`src/rtl/oqpsk_pkg.sv`:
```
// Shared O-QPSK definitions: FSM states, 802.15.4 chip table and framing constants.
// Also imported by the decision/despreader logic on the receive side.
package oqpsk_pkg;

  typedef enum logic [1:0] {
    ST_IDLE,
    ST_PREAMBLE,
    ST_SFD,
    ST_PAYLOAD
  } tx_state_t;

  localparam int         CHIPS_PER_SYM = 32;
  localparam int         PREAMBLE_SYMS = 8;
  localparam logic [7:0] SFD_BYTE      = 8'hA7;

  // Chips c0..c31 are stored MSB-first; 8..15 are 0..7 with odd chips inverted.
  localparam logic [31:0] CHIP_TABLE [16] = '{
    32'hD9C3522E, 32'hED9C3522, 32'h2ED9C352, 32'h22ED9C35,
    32'h522ED9C3, 32'h3522ED9C, 32'hC3522ED9, 32'h9C3522ED,
    32'h8C96077B, 32'hB8C96077, 32'h7B8C9607, 32'h77B8C960,
    32'h077B8C96, 32'h6077B8C9, 32'h96077B8C, 32'hC96077B8
  };

endpackage

```
`src/rtl/oqpsk_phase_tx_chip_spreader.sv`:
```
// Combinational chip lookup: 4-bit symbol and 5-bit chip index to one chip bit.
module chip_spreader
  import oqpsk_pkg::*;
(
  input  logic [3:0] sym,
  input  logic [4:0] idx,
  output logic       chip
);

  logic [31:0] word;

  always_comb begin
    word = CHIP_TABLE[sym];
    chip = word[5'd31 - idx];
  end

endmodule

```
`src/rtl/oqpsk_phase_tx.sv`:
```
// O-QPSK transmit: bytes -> 802.15.4 chips -> MSK phase-direction bits held SPC cycles each.
// Optional preamble/SFD insertion is compiled in with macro PHASE_TX_PREAMBLE_EN.
module oqpsk_phase_tx
  import oqpsk_pkg::*;
#(
  parameter int SPC = 5
) (
  input  logic       i_clk,
  input  logic       i_rst,
  input  logic [7:0] i_byte,
  input  logic       i_valid,
  input  logic       i_last,
  output logic       o_ready,
  output logic       o_phase,
  output logic       o_flag,
  output logic       o_busy,
  output logic       o_done,
  output logic       o_err
);

  localparam logic [3:0] SMP_LAST  = 4'(SPC - 1);
  localparam logic [4:0] CHIP_LAST = 5'(CHIPS_PER_SYM - 1);
`ifdef PHASE_TX_PREAMBLE_EN
  localparam tx_state_t  FIRST_STATE = ST_PREAMBLE;
  localparam logic [2:0] PRE_LAST    = 3'(PREAMBLE_SYMS - 1);
`else
  localparam tx_state_t  FIRST_STATE = ST_PAYLOAD;
`endif

  tx_state_t  state, state_nxt;
  logic [3:0] smp_cnt, smp_nxt;
  logic [4:0] chip_cnt, chip_nxt;
  logic       nib_hi, nib_nxt;
  logic [7:0] act_byte, act_nxt, hold_byte, hold_nxt;
  logic       act_last, act_last_nxt, hold_last, hold_last_nxt;
  logic       hold_full, hold_full_nxt, last_seen, last_seen_nxt;
  logic       cur_chip, cur_nxt, parity, par_nxt;
  logic       phase_nxt, done_nxt, err_nxt;
  logic       accept, adv, chip_bit;
  logic [3:0] cur_sym, sp_sym;
  logic [4:0] sp_idx;
`ifdef PHASE_TX_PREAMBLE_EN
  logic [2:0] pre_cnt, pre_nxt;
  logic       sfd_hi, sfd_nxt;
`endif

  assign o_ready = !hold_full && !last_seen;
  assign accept  = i_valid && o_ready;
  assign o_busy  = (state != ST_IDLE);
  assign o_flag  = o_busy;

  always_comb begin
    cur_sym = nib_hi ? act_byte[7:4] : act_byte[3:0];
`ifdef PHASE_TX_PREAMBLE_EN
    if (state == ST_PREAMBLE) cur_sym = 4'h0;
    else if (state == ST_SFD) cur_sym = sfd_hi ? SFD_BYTE[7:4] : SFD_BYTE[3:0];
`endif
  end

  // Spreader looks one chip ahead: the chip that becomes current on the next wrap.
  always_comb begin
    sp_idx = chip_cnt + 5'd1;
    sp_sym = cur_sym;
    if (state == ST_IDLE) begin
      sp_idx = 5'd0;
`ifdef PHASE_TX_PREAMBLE_EN
      sp_sym = 4'h0;
`else
      sp_sym = i_byte[3:0];
`endif
    end else if (chip_cnt == CHIP_LAST) begin
      sp_idx = 5'd0;
      case (state)
`ifdef PHASE_TX_PREAMBLE_EN
        ST_PREAMBLE: sp_sym = (pre_cnt == PRE_LAST) ? SFD_BYTE[3:0] : 4'h0;
        ST_SFD:      sp_sym = sfd_hi ? act_byte[3:0] : SFD_BYTE[7:4];
`endif
        ST_PAYLOAD:  sp_sym = !nib_hi ? act_byte[7:4] :
                              (hold_full ? hold_byte[3:0] : i_byte[3:0]);
        default:     sp_sym = 4'h0;
      endcase
    end
  end

  chip_spreader u_spreader (
    .sym  (sp_sym),
    .idx  (sp_idx),
    .chip (chip_bit)
  );

  always_comb begin
    state_nxt     = state;
    smp_nxt       = smp_cnt;
    chip_nxt      = chip_cnt;
    nib_nxt       = nib_hi;
    act_nxt       = act_byte;
    act_last_nxt  = act_last;
    hold_nxt      = hold_byte;
    hold_last_nxt = hold_last;
    hold_full_nxt = hold_full;
    last_seen_nxt = last_seen;
    phase_nxt     = o_phase;
    cur_nxt       = cur_chip;
    par_nxt       = parity;
    done_nxt      = 1'b0;
    err_nxt       = 1'b0;
    adv           = 1'b0;
`ifdef PHASE_TX_PREAMBLE_EN
    pre_nxt       = pre_cnt;
    sfd_nxt       = sfd_hi;
`endif
    if (state == ST_IDLE) begin
      if (accept) begin
        state_nxt     = FIRST_STATE;
        smp_nxt       = 4'd0;
        chip_nxt      = 5'd0;
        nib_nxt       = 1'b0;
        act_nxt       = i_byte;
        act_last_nxt  = i_last;
        last_seen_nxt = i_last;
        phase_nxt     = chip_bit;
        cur_nxt       = chip_bit;
        par_nxt       = 1'b0;
`ifdef PHASE_TX_PREAMBLE_EN
        pre_nxt       = 3'd0;
        sfd_nxt       = 1'b0;
`endif
      end
    end else begin
      if (accept) begin
        hold_nxt      = i_byte;
        hold_last_nxt = i_last;
        hold_full_nxt = 1'b1;
        last_seen_nxt = last_seen | i_last;
      end
      if (smp_cnt != SMP_LAST) begin
        smp_nxt = smp_cnt + 4'd1;
      end else begin
        smp_nxt  = 4'd0;
        chip_nxt = chip_cnt + 5'd1;
        adv      = 1'b1;
        if (chip_cnt == CHIP_LAST) begin
          case (state)
`ifdef PHASE_TX_PREAMBLE_EN
            ST_PREAMBLE: begin
              if (pre_cnt == PRE_LAST) state_nxt = ST_SFD;
              else pre_nxt = pre_cnt + 3'd1;
            end
            ST_SFD: begin
              if (!sfd_hi) sfd_nxt = 1'b1;
              else begin
                state_nxt = ST_PAYLOAD;
                nib_nxt   = 1'b0;
              end
            end
`endif
            ST_PAYLOAD: begin
              if (!nib_hi) begin
                nib_nxt = 1'b1;
              end else if (act_last) begin
                done_nxt      = 1'b1;
                adv           = 1'b0;
                phase_nxt     = 1'b0;
                state_nxt     = ST_IDLE;
                last_seen_nxt = 1'b0;
              end else if (hold_full || accept) begin
                // A byte arriving exactly at the decision point is taken directly.
                act_nxt       = hold_full ? hold_byte : i_byte;
                act_last_nxt  = hold_full ? hold_last : i_last;
                hold_full_nxt = 1'b0;
                nib_nxt       = 1'b0;
              end else begin
                err_nxt       = 1'b1;
                adv           = 1'b0;
                phase_nxt     = 1'b0;
                state_nxt     = ST_IDLE;
                hold_full_nxt = 1'b0;
                last_seen_nxt = 1'b0;
              end
            end
            default: begin
              adv       = 1'b0;
              phase_nxt = 1'b0;
              state_nxt = ST_IDLE;
            end
          endcase
        end
        if (adv) begin
          phase_nxt = chip_bit ^ cur_chip ^ ~parity;
          cur_nxt   = chip_bit;
          par_nxt   = ~parity;
        end
      end
    end
  end

  always_ff @(posedge i_clk) begin
    if (i_rst) begin
      state     <= ST_IDLE;
      hold_full <= 1'b0;
      last_seen <= 1'b0;
      o_phase   <= 1'b0;
      o_done    <= 1'b0;
      o_err     <= 1'b0;
    end else begin
      state     <= state_nxt;
      hold_full <= hold_full_nxt;
      last_seen <= last_seen_nxt;
      o_phase   <= phase_nxt;
      o_done    <= done_nxt;
      o_err     <= err_nxt;
    end
  end

  // Position and byte registers are (re)loaded at frame start, so they carry no reset.
  always_ff @(posedge i_clk) begin
    smp_cnt   <= smp_nxt;
    chip_cnt  <= chip_nxt;
    nib_hi    <= nib_nxt;
    act_byte  <= act_nxt;
    act_last  <= act_last_nxt;
    hold_byte <= hold_nxt;
    hold_last <= hold_last_nxt;
    cur_chip  <= cur_nxt;
    parity    <= par_nxt;
`ifdef PHASE_TX_PREAMBLE_EN
    pre_cnt   <= pre_nxt;
    sfd_hi    <= sfd_nxt;
`endif
  end

endmodule
```
`config.mk`:
```
export PLATFORM = sky130hd
export DESIGN_NAME = oqpsk_phase_tx
export DESIGN_NICKNAME = d
export VERILOG_FILES = /design/src/rtl/oqpsk_pkg.sv /design/src/rtl/oqpsk_phase_tx_chip_spreader.sv /design/src/rtl/oqpsk_phase_tx.sv
export SDC_FILE = /design/constraint.sdc
export NUM_CORES = 1
export LEC_CHECK = 0
export CORE_ASPECT_RATIO = 0.9
export CORE_MARGIN = 4
export CORE_UTILIZATION = 60
export CTS_CLUSTER_DIAMETER = 30
export DETAILED_ROUTE_END_ITERATION = 16
export DONT_BUFFER_PORTS = 1
export GPL_TIMING_DRIVEN = 0
export HOLD_SLACK_MARGIN = 0.06
export PLACE_DENSITY = 0.76
export SETUP_SLACK_MARGIN = 0.02
export SYNTH_ARGS = -nofsm -noshare
export SYNTH_HDL_FRONTEND = slang
export SYNTH_SLANG_ARGS = --single-unit
```
`constraint.sdc`:
```
create_clock -name i_clk -period 5.1 [get_ports i_clk]
set_clock_uncertainty 0.15 [all_clocks]
set_input_delay 1.53 -clock i_clk [delete_from_list [all_inputs] [get_ports i_clk]]
set_output_delay 1.53 -clock i_clk [all_outputs]
set_load 0.02 [all_outputs]
```
==> results of run 1 <==
-- cell type report --
| cell class | instances | area, um2 |
|---|---|---|
| multi-input cells | 227 | 1650 |
| fillers | 388 | 1460 |
| flip-flops and latches | 36 | 1020 |
| plain buffers | 19 | 184 |
| well taps | 62 | 77.6 |
| clock buffers | 5 | 68.8 |
| inverters | 11 | 50.0 |
| clock inverters | 3 | 42.5 |
-- critical path, stage by stage, from the launching register on --
cell and delay, ns:
edfxtp_1 0.46, ha_1 0.27, and3_1 0.19, ha_1 0.21
buf_2 0.20, nand2b_1 0.21, o2bb2ai_1 0.19, or2_2 0.19
clkinvlp_4 0.25, ha_1 0.30, nor2_1 0.21, o2111ai_1 0.16
o31a_1 0.13, o31ai_1 0.28, a2111oi_0 0.13, a311oi_1 0.45
o41ai_1 0.11, o22a_2 0.25, xor2_1 0.17, o41ai_2 0.19
-- kinds of logic (layout without fill, tap and decap cells) --
kind of cell    count (synthesis)  in the layout
compound gates                 82             82
xor+xnor                        8              8
fa+ha+maj                      12             12
buf+inv                        30             38
flops                          36             36
mux                            21             21
simple gates                  104            104
-- power by group through the flow --
stage / combinational (mW) / clock [mW] / sequential (mW)
after floorplan: 0.393 / 0 / 0.405
after global placement: 0.489 / 0 / 0.412
after detailed placement: 0.488 / 0 / 0.414
after CTS: 0.491 / 0.252 / 0.408
after global routing: 0.552 / 0.269 / 0.413
final: 0.501 / 0.249 / 0.409
-- sequential cells by signal, summed over array words and instances, names as in the netlist, 4 cells and up --
register   cells
hold_byte      8
act_byte       8
smp_cnt        4
chip_cnt       5
-- cell usage after synthesis (all sizes together), types with 2 or more instances --
cell     count
a2111oi      2
a211oi       6
a21oi       16
a221oi       2
a311oi       3
a31oi        9
and2         6
and4bb       2
buf         14
clkbuf       5
dfxtp        6
edfxtp      30
ha          12
inv         10
mux2        12
mux2i        9
nand2       26
nand3        5
nand4        2
nor2        30
nor3        11
nor3b        4
nor4         3
o211ai       2
o21ai       13
o221a        2
o2bb2ai      2
o31ai        3
o32ai        3
o41ai        5
or2          3
or3          3
or3b         2
or4          2
xnor2        4
xor2         4
-- routing by layer --
layer  up-vias  global-route usage
li1       1138                   -
met1      1158               0.372
met2        99               0.402
met3        12              0.0576
met4         0              0.0882
met5         -                   0
-- worst min path at each step --
| stage | cells past startpoint | endpoint | startpoint |
|---|---|---|---|
| floorplan | 1 | o_err | act_last |
| global placement | 1 | act_byte[5] | hold_byte[5] |
| detailed placement | 1 | act_byte[7] | hold_byte[7] |
| CTS | 1 | act_byte[7] | hold_byte[7] |
| global route | 1 | act_byte[7] | hold_byte[7] |
| finish | 1 | act_byte[7] | hold_byte[7] |
-- through the flow --
stage               hold WS [ns]  worst slack (ns)   util  power, mW  cells
finish                     0.405             0.328  0.679       1.16    363
floorplan                  0.342             0.861      -      0.798    293
global placement           0.379             0.273  0.654      0.901    355
CTS                        0.408             0.325  0.679       1.15    363
detailed placement         0.392             0.207  0.654      0.903    355
global route               0.417             0.135  0.679       1.23    363
-- what timing repair did --
item / in CTS / in global routing
resized for setup: 0 / 1
buffers inserted: 0 / 0
endpoints found under the setup margin: 0 / 1
==> flow_summary.toml, run 1 <==
[clocking]
path_clk_slew_ns = 0.07
cts-htree-levels = 2
tritoncts = "yes"
cts_hold_buf = 0
cts_sinks = 36
root_buffer = "clkbuf_8"
cts_buffers = 5
cts.path.max_buffers = 2
clock_latency_ns = 0.30

[logic_synthesis]
seq_area_frac_synth = 0.352
yosysTopAreaCellShare = 0.311
ys_types = 75
async_flop_share = 0
syn_area_um2 = 2900
synthSimpleGateAreaFrac = 0.191
yosysTopAreaCell = "edfxtp_1"
syn_area_per_cell_um2 = 9.89
synthAdderAreaFrac = 0.0518
synthesis.nets = 317
synth_compound_area_frac = 0.220
synth-seq-cells = 36
muxShareOfSynthArea = 0.0803
synth_edf_count = 30
synth-xor-area-share = 0.0242
syn_inst = 293
synth_area_leaders = "edfxtp_1, ha_1, dfxtp_1, buf_6, mux2_2"
ys_warn_count = 0
ys.flop_type = "edfxtp_1"
synth_top_family_by_area = "compound AO/OA/AOI/OAI gates"

[sta]
fin_crit_ns = 4.77
hold_viol_final = 0
setup-violations-final = 0
relSlewSlack = 0.549
clock.fmax_ghz = 0.210
slew_violations = 0
grt_setup_unrepaired = "false"
tns_ns = 0
tightest_slew_ns = 0.673
fin_crit_sh = 0.936

[critical_path]
start_kind = "flop"
worstSetupPathType = "reg2reg"
cp-startpoint = "chip_cnt[0]"
r2r_start = "chip_cnt[0]"
crit_fanout = 11
r2r_cells = 19
worstPathArrival_ns = 4.83
r2r-end = "o_phase"
critPathRequiredTime_ns = 5.15
rrSetupSlack_ns = 0.33
critPathCaptureType = "flop"
setup.worst_path.end = "o_phase"

[power_and_ir_drop]
power_density_nw_per_um2 = 375
p_sw_mw = 0.437
leakage_nw = 1.13
p_int_mw = 0.721
pwr-share-clk = 0.215
pwr-share-comb = 0.432
p_seq_frac = 0.353
vdd_drop_max_mv = 0.301
swShare = 0.378

[cells_and_area]
drive_gt1_frac = 0.196
layout_common_cells = "edfxtp_1, nor2_1, nand2_1"
area_growth_pct = 6.65
design_area_um2 = 3090
nNetsFinal = 324
diodes = 0
final_common_cell = "edfxtp_1"

[detailed_routing]
wl_met3_um = 472
drtIter0Drc = 197
wirelength_um = 7060
vias = 2407
post-route-drc-count = 0
drtPass1Iterations = 5
m1WireLength_um = 3230
wl_per_cell_um = 19.5
viasPerCell = 6.63
top_layer = "met4"
ant_nets = 0
wl_met2_um = 3240

[placement]
io_buffer_count = 0
gp_congestion = 0.933
dp_hpwl_um = 5280
placed_cell_area_um2 = 2970

[die]
core_area_um2 = 4550
fp.dieW_um = 81.2
row_count = 23
start_util = 0.637
die_h_um = 73.9
ios = 18
die_area_um2 = 6000

[global_routing]
grt_overflow = 0
grt_pass1_wl_um = 11900
antenna_found_initial = 0
grt_pass1_vias = 2314
grt_max_degree = 14
track_usage = 0.263

[run]
cap_violations = 0

[status]
status = "completed"

[worst_hold_path]
hold_class = "reg2reg"
Power figures use the tool's default switching activity.
==> run 2, diff against run 1 <==
CTS_BUF_LIST = sky130_fd_sc_hd__clkbuf_8   (was unset)
PLACE_DENSITY = 0.79   (was 0.76)
clock period = 4 ns   (was 5.1 ns; I/O delays follow)
==> flow_summary.toml, run 2 (same netlist as run 1, synthesis figures left out) <==
[global_routing]
antenna_found_initial = 0
grt_pass1_wl_um = 12400
grt_overflow = 0
grt_pass1_vias = 2450
grt_max_degree = 14
track_usage = 0.271

[critical_path]
start_kind = "flop"
critPathRequiredTime_ns = 4.05
critPathCaptureType = "flop"
worstSetupPathType = "reg2reg"
worstPathArrival_ns = 4.01
crit_fanout = 7

[power_and_ir_drop]
leakage_nw = 1.24
vdd_drop_max_mv = 0.331
power_density_nw_per_um2 = 476
total_power_mw = 1.61

[cells_and_area]
nNetsFinal = 337
diodes = 0
area_growth_pct = 16.5
final_common_cell = "edfxtp_1"
drive_gt1_frac = 0.296
layout_common_cells = "edfxtp_1, nor2_1, nand2_1"
top_regs = "act_byte x8, hold_byte x8, chip_cnt x5"
fillers = 330

[worst_hold_path]
hold_class = "reg2reg"

[detailed_routing]
drtPass1Iterations = 5
wirelength_um = 7600
post-route-drc-count = 0
ant_nets = 0
vias = 2561
wl_per_cell_um = 20.2
viasPerCell = 6.81
drtIter0Drc = 381

[clocking]
cts.path.max_buffers = 2
cts_sinks = 36
cts_buffers = 5
clock_latency_ns = 0.29
path_clk_slew_ns = 0.07
tritoncts = "yes"
cts-htree-levels = 2
cts_hold_buf = 0
root_buffer = "clkbuf_8"

[sta]
setup-violations-final = 0
tns_ns = 0
slew_violations = 0
relSlewSlack = 0.502
hold_viol_final = 0
tightest_slew_ns = 0.744
clock.fmax_ghz = 0.252
fin_crit_ns = 3.96
grt_setup_unrepaired = "true"
fin_crit_sh = 0.990

[placement]
gp_congestion = 0.966
io_buffer_count = 0
dp_hpwl_um = 5150

[die]
row_count = 23
ios = 18
die_area_um2 = 6000
core_area_um2 = 4550
fp.dieW_um = 81.2
die_h_um = 73.9
start_util = 0.637

[status]
status = "completed"

[run]
cap_violations = 0
## run 2: stage by stage
step	utilization	std cells	worst slack [ns]	hold WS [ns]	instance area, um2
6_report	0.742	376	0.0392	0.402	3370
5_1_grt	0.742	376	-0.112	0.434	3370
4_1_cts	0.714	369	0.0213	0.403	3250
3_5_place_dp	0.654	355	-0.581	0.386	2970
3_3_place_gp	0.654	355	-0.561	0.378	2970
2_1_floorplan	-	293	0.0912	0.342	2900
## run 2: metal layers
layer  part of all wire  global-route usage  wire length, um
met3              0.082              0.0637              622
met1               0.43               0.368             3240
met4              0.030              0.0919              226
met2               0.46               0.428             3510
met5                  0                   0                0
## run 2: final cells by class
type / count / area [um2] / area share
inverter: 11 / 53.8 / 0.0159
timing repair buffer: 13 / 97.6 / 0.0289
tap: 62 / 77.6 / 0.0230
buffer: 19 / 201 / 0.0597
sequential: 36 / 1020 / 0.303
multi-input combinational: 227 / 1820 / 0.538
clock inverter: 3 / 38.8 / 0.0115
clock buffer: 5 / 68.8 / 0.0204
## run 2: power breakdown
group          switching, mW  leakage (nW)  internal [mW]  total [mW]
clock                  0.126        0.0593          0.182       0.308
sequential            0.0446         0.336          0.476       0.520
combinational          0.450         0.847          0.330       0.780
## run 2: worst paths after layout
check                     from          end  slack, ns  depth (start not counted)
setup reg to reg   chip_cnt[0]      o_phase       0.04                         19
setup / recovery   chip_cnt[0]      o_phase       0.04                         19
hold reg to reg   hold_byte[4]  act_byte[4]       0.40                          1
hold / removal    hold_byte[4]  act_byte[4]       0.40                          1
## run 2: critical path, stage by stage, from the launching register on
cell       delay (ns)
edfxtp_1         0.36
ha_2             0.18
and3_1           0.16
ha_2             0.19
buf_6            0.13
nand2b_4         0.15
o2bb2ai_4        0.06
or2_1            0.25
buf_6            0.13
buf_4            0.17
ha_4             0.32
inv_2            0.08
o21ai_2          0.08
nor2_1           0.06
a2111o_1         0.42
a221oi_4         0.26
o32ai_1          0.13
o22a_2           0.24
xor2_1           0.17
o41ai_2          0.18
## run 2: repair_timing
item	4_1_cts	5_1_grt
gates cloned	0	0
pin swaps	10	9
resized for setup	26	14
setup buffers	6	7
endpoints found under the setup margin	2	2
==> run 3, diff against run 2 <==
CELL_PAD_IN_SITES_DETAIL_PLACEMENT = 0   (was unset)
CELL_PAD_IN_SITES_GLOBAL_PLACEMENT = 2   (was unset)
CORE_UTILIZATION = 39   (was 60)
PLACE_DENSITY = unset   (was 0.79)
PLACE_DENSITY_LB_ADDON = 0.1   (was unset)
==> flow_summary.toml, run 3 (same netlist as run 1, synthesis figures left out) <==
[status]
status = "completed"

[placement]
io_buffer_count = 0
dp_hpwl_um = 5670
gp_congestion = 0.864
dp_cells = 386

[cells_and_area]
top_regs = "act_byte x8, hold_byte x8, chip_cnt x5"
drive_gt1_frac = 0.306
nNetsFinal = 337
diodes = 0
layout_common_cells = "edfxtp_1, nor2_1, nand2_1"
fin_cells = 407
area_growth_pct = 19.8
final_common_cell = "edfxtp_1"

[clocking]
path_clk_slew_ns = 0.08
cts_sinks = 36
cts-htree-levels = 2
cts_hold_buf = 0
cts.path.max_buffers = 2
cts_buffers = 5
root_buffer = "clkbuf_8"
clock_latency_ns = 0.29
tritoncts = "yes"

[die]
die_h_um = 89.8
fp.dieW_um = 98.8
start_util = 0.405
row_count = 29
die_area_um2 = 8870
core_area_um2 = 7150
ios = 18

[global_routing]
track_usage = 0.179
grt_max_degree = 14
grt_overflow = 0
grt_pass1_vias = 2321
grt_pass1_wl_um = 12800
antenna_found_initial = 0

[sta]
setup-violations-final = 0
worst_hold_slack_ns = 0.401
relSlewSlack = 0.563
slew_violations = 0
hold_viol_final = 0
grt_setup_unrepaired = "true"
fin_crit_sh = 0.972
fin_crit_ns = 3.89
tns_ns = 0
tightest_slew_ns = 0.648
clock.fmax_ghz = 0.257

[critical_path]
critPathCaptureType = "flop"
worstSetupPathType = "reg2reg"
worstPathArrival_ns = 3.94
r2r_cells = 20
r2r-end = "o_phase"
slowest_delay_ns = 0.40
start_kind = "flop"
r2r_start = "chip_cnt[0]"
path_cells = "ha_2 -> and3_4 -> ha_4 -> buf_8 -> nand2b_4 -> o2bb2ai_4 -> or2_1 -> buf_6 -> inv_6 -> ha_4 -> nor2_4 -> o2111ai_1 -> o31a_1 -> o31ai_4 -> a2111oi_4 -> a311oi_2 -> o41ai_2 -> o22a_2 -> xor2_1 -> o41ai_2"
critPathRequiredTime_ns = 4.05
crit_fanout = 13
slowest_stage = "edfxtp_1"
rrSetupSlack_ns = 0.11

[worst_hold_path]
holdPathEnd = "act_byte[7]"
hold_class = "reg2reg"
whs_path_depth = 1
min_from = "hold_byte[7]"

[power_and_ir_drop]
power_density_nw_per_um2 = 472
p_sw_mw = 0.634
pwr-share-comb = 0.487
swShare = 0.387
vdd_drop_max_mv = 0.203
leakage_nw = 1.26
p_int_mw = 1.00
p_seq_frac = 0.318
pwr-share-clk = 0.195

[detailed_routing]
viasPerCell = 5.93
drtIter0Drc = 167
vias = 2414
ant_nets = 0
drtPass1Iterations = 4
wirelength_um = 7820
post-route-drc-count = 0
wl_per_cell_um = 19.2

[run]
cap_violations = 0
## run 3: cell counts in the layout (fill, tap and decap cells not counted)
Identical to the previous run, type by type.
## run 3: critical path, delay by kind of cell (launching register included)
family          cells  cell delay, ns
compound gates      9            1.63
xor+xnor            1            0.17
fa+ha+maj           3            0.56
buf+inv             3            0.32
flops               1            0.40
simple gates        4            0.56
## run 3: metal layers
metal | GRT usage | up-vias | share of wire
met5 | 0 | - | 0
li1 | - | 1167 | -
met1 | 0.273 | 1176 | 0.50
met3 | 0.0294 | 4 | 0.045
met2 | 0.269 | 67 | 0.45
met4 | 0.0273 | 0 | 0.0065
## run 3: worst max-delay path by stage
stage / start / to / slack (ns) / depth (start not counted)
floorplan: i_byte[1] / o_phase / 0.09 / 14
global placement: chip_cnt[0] / o_phase / -0.88 / 19
detailed placement: chip_cnt[0] / o_phase / -0.80 / 19
CTS: chip_cnt[1] / o_phase / 0.04 / 19
global route: chip_cnt[0] / o_phase / -0.02 / 19
finish: chip_cnt[0] / o_phase / 0.11 / 20
## run 3: per-stage QoR
step	cell area, um2	worst slack [ns]	util	total power [mW]
6_report	3470	0.112	0.486	1.64
5_1_grt	3470	-0.0176	0.486	1.74
4_1_cts	3330	0.0403	0.466	1.57
3_5_place_dp	3010	-0.804	0.421	1.17
3_3_place_gp	3010	-0.884	0.421	1.18
2_1_floorplan	2900	0.0912	-	1.02
## run 3: layout make-up
| type | instances | area, um2 |
|---|---|---|
| clock inverter | 3 | 41.3 |
| sequential | 36 | 1020 |
| multi-input combinational | 227 | 1860 |
| fill | 667 | 3680 |
| clock buffer | 5 | 68.8 |
| tap | 93 | 116 |
| inverter | 11 | 56.3 |
| buffer | 19 | 205 |
| timing repair buffer | 13 | 97.6 |
## run 3: timing repair
item,in CTS,in global routing
buffers inserted,7,6
pin swaps,11,14
gates resized for setup,30,18
setup endpoints to repair,2,1
## run 3: power by group through the flow
stage / registers (mW) / clock network, mW / logic (mW)
3_3_place_gp: 0.528 / 0 / 0.654
6_report: 0.521 / 0.320 / 0.798
5_1_grt: 0.528 / 0.347 / 0.865
2_1_floorplan: 0.517 / 0 / 0.501
3_5_place_dp: 0.529 / 0 / 0.640
4_1_cts: 0.521 / 0.329 / 0.722
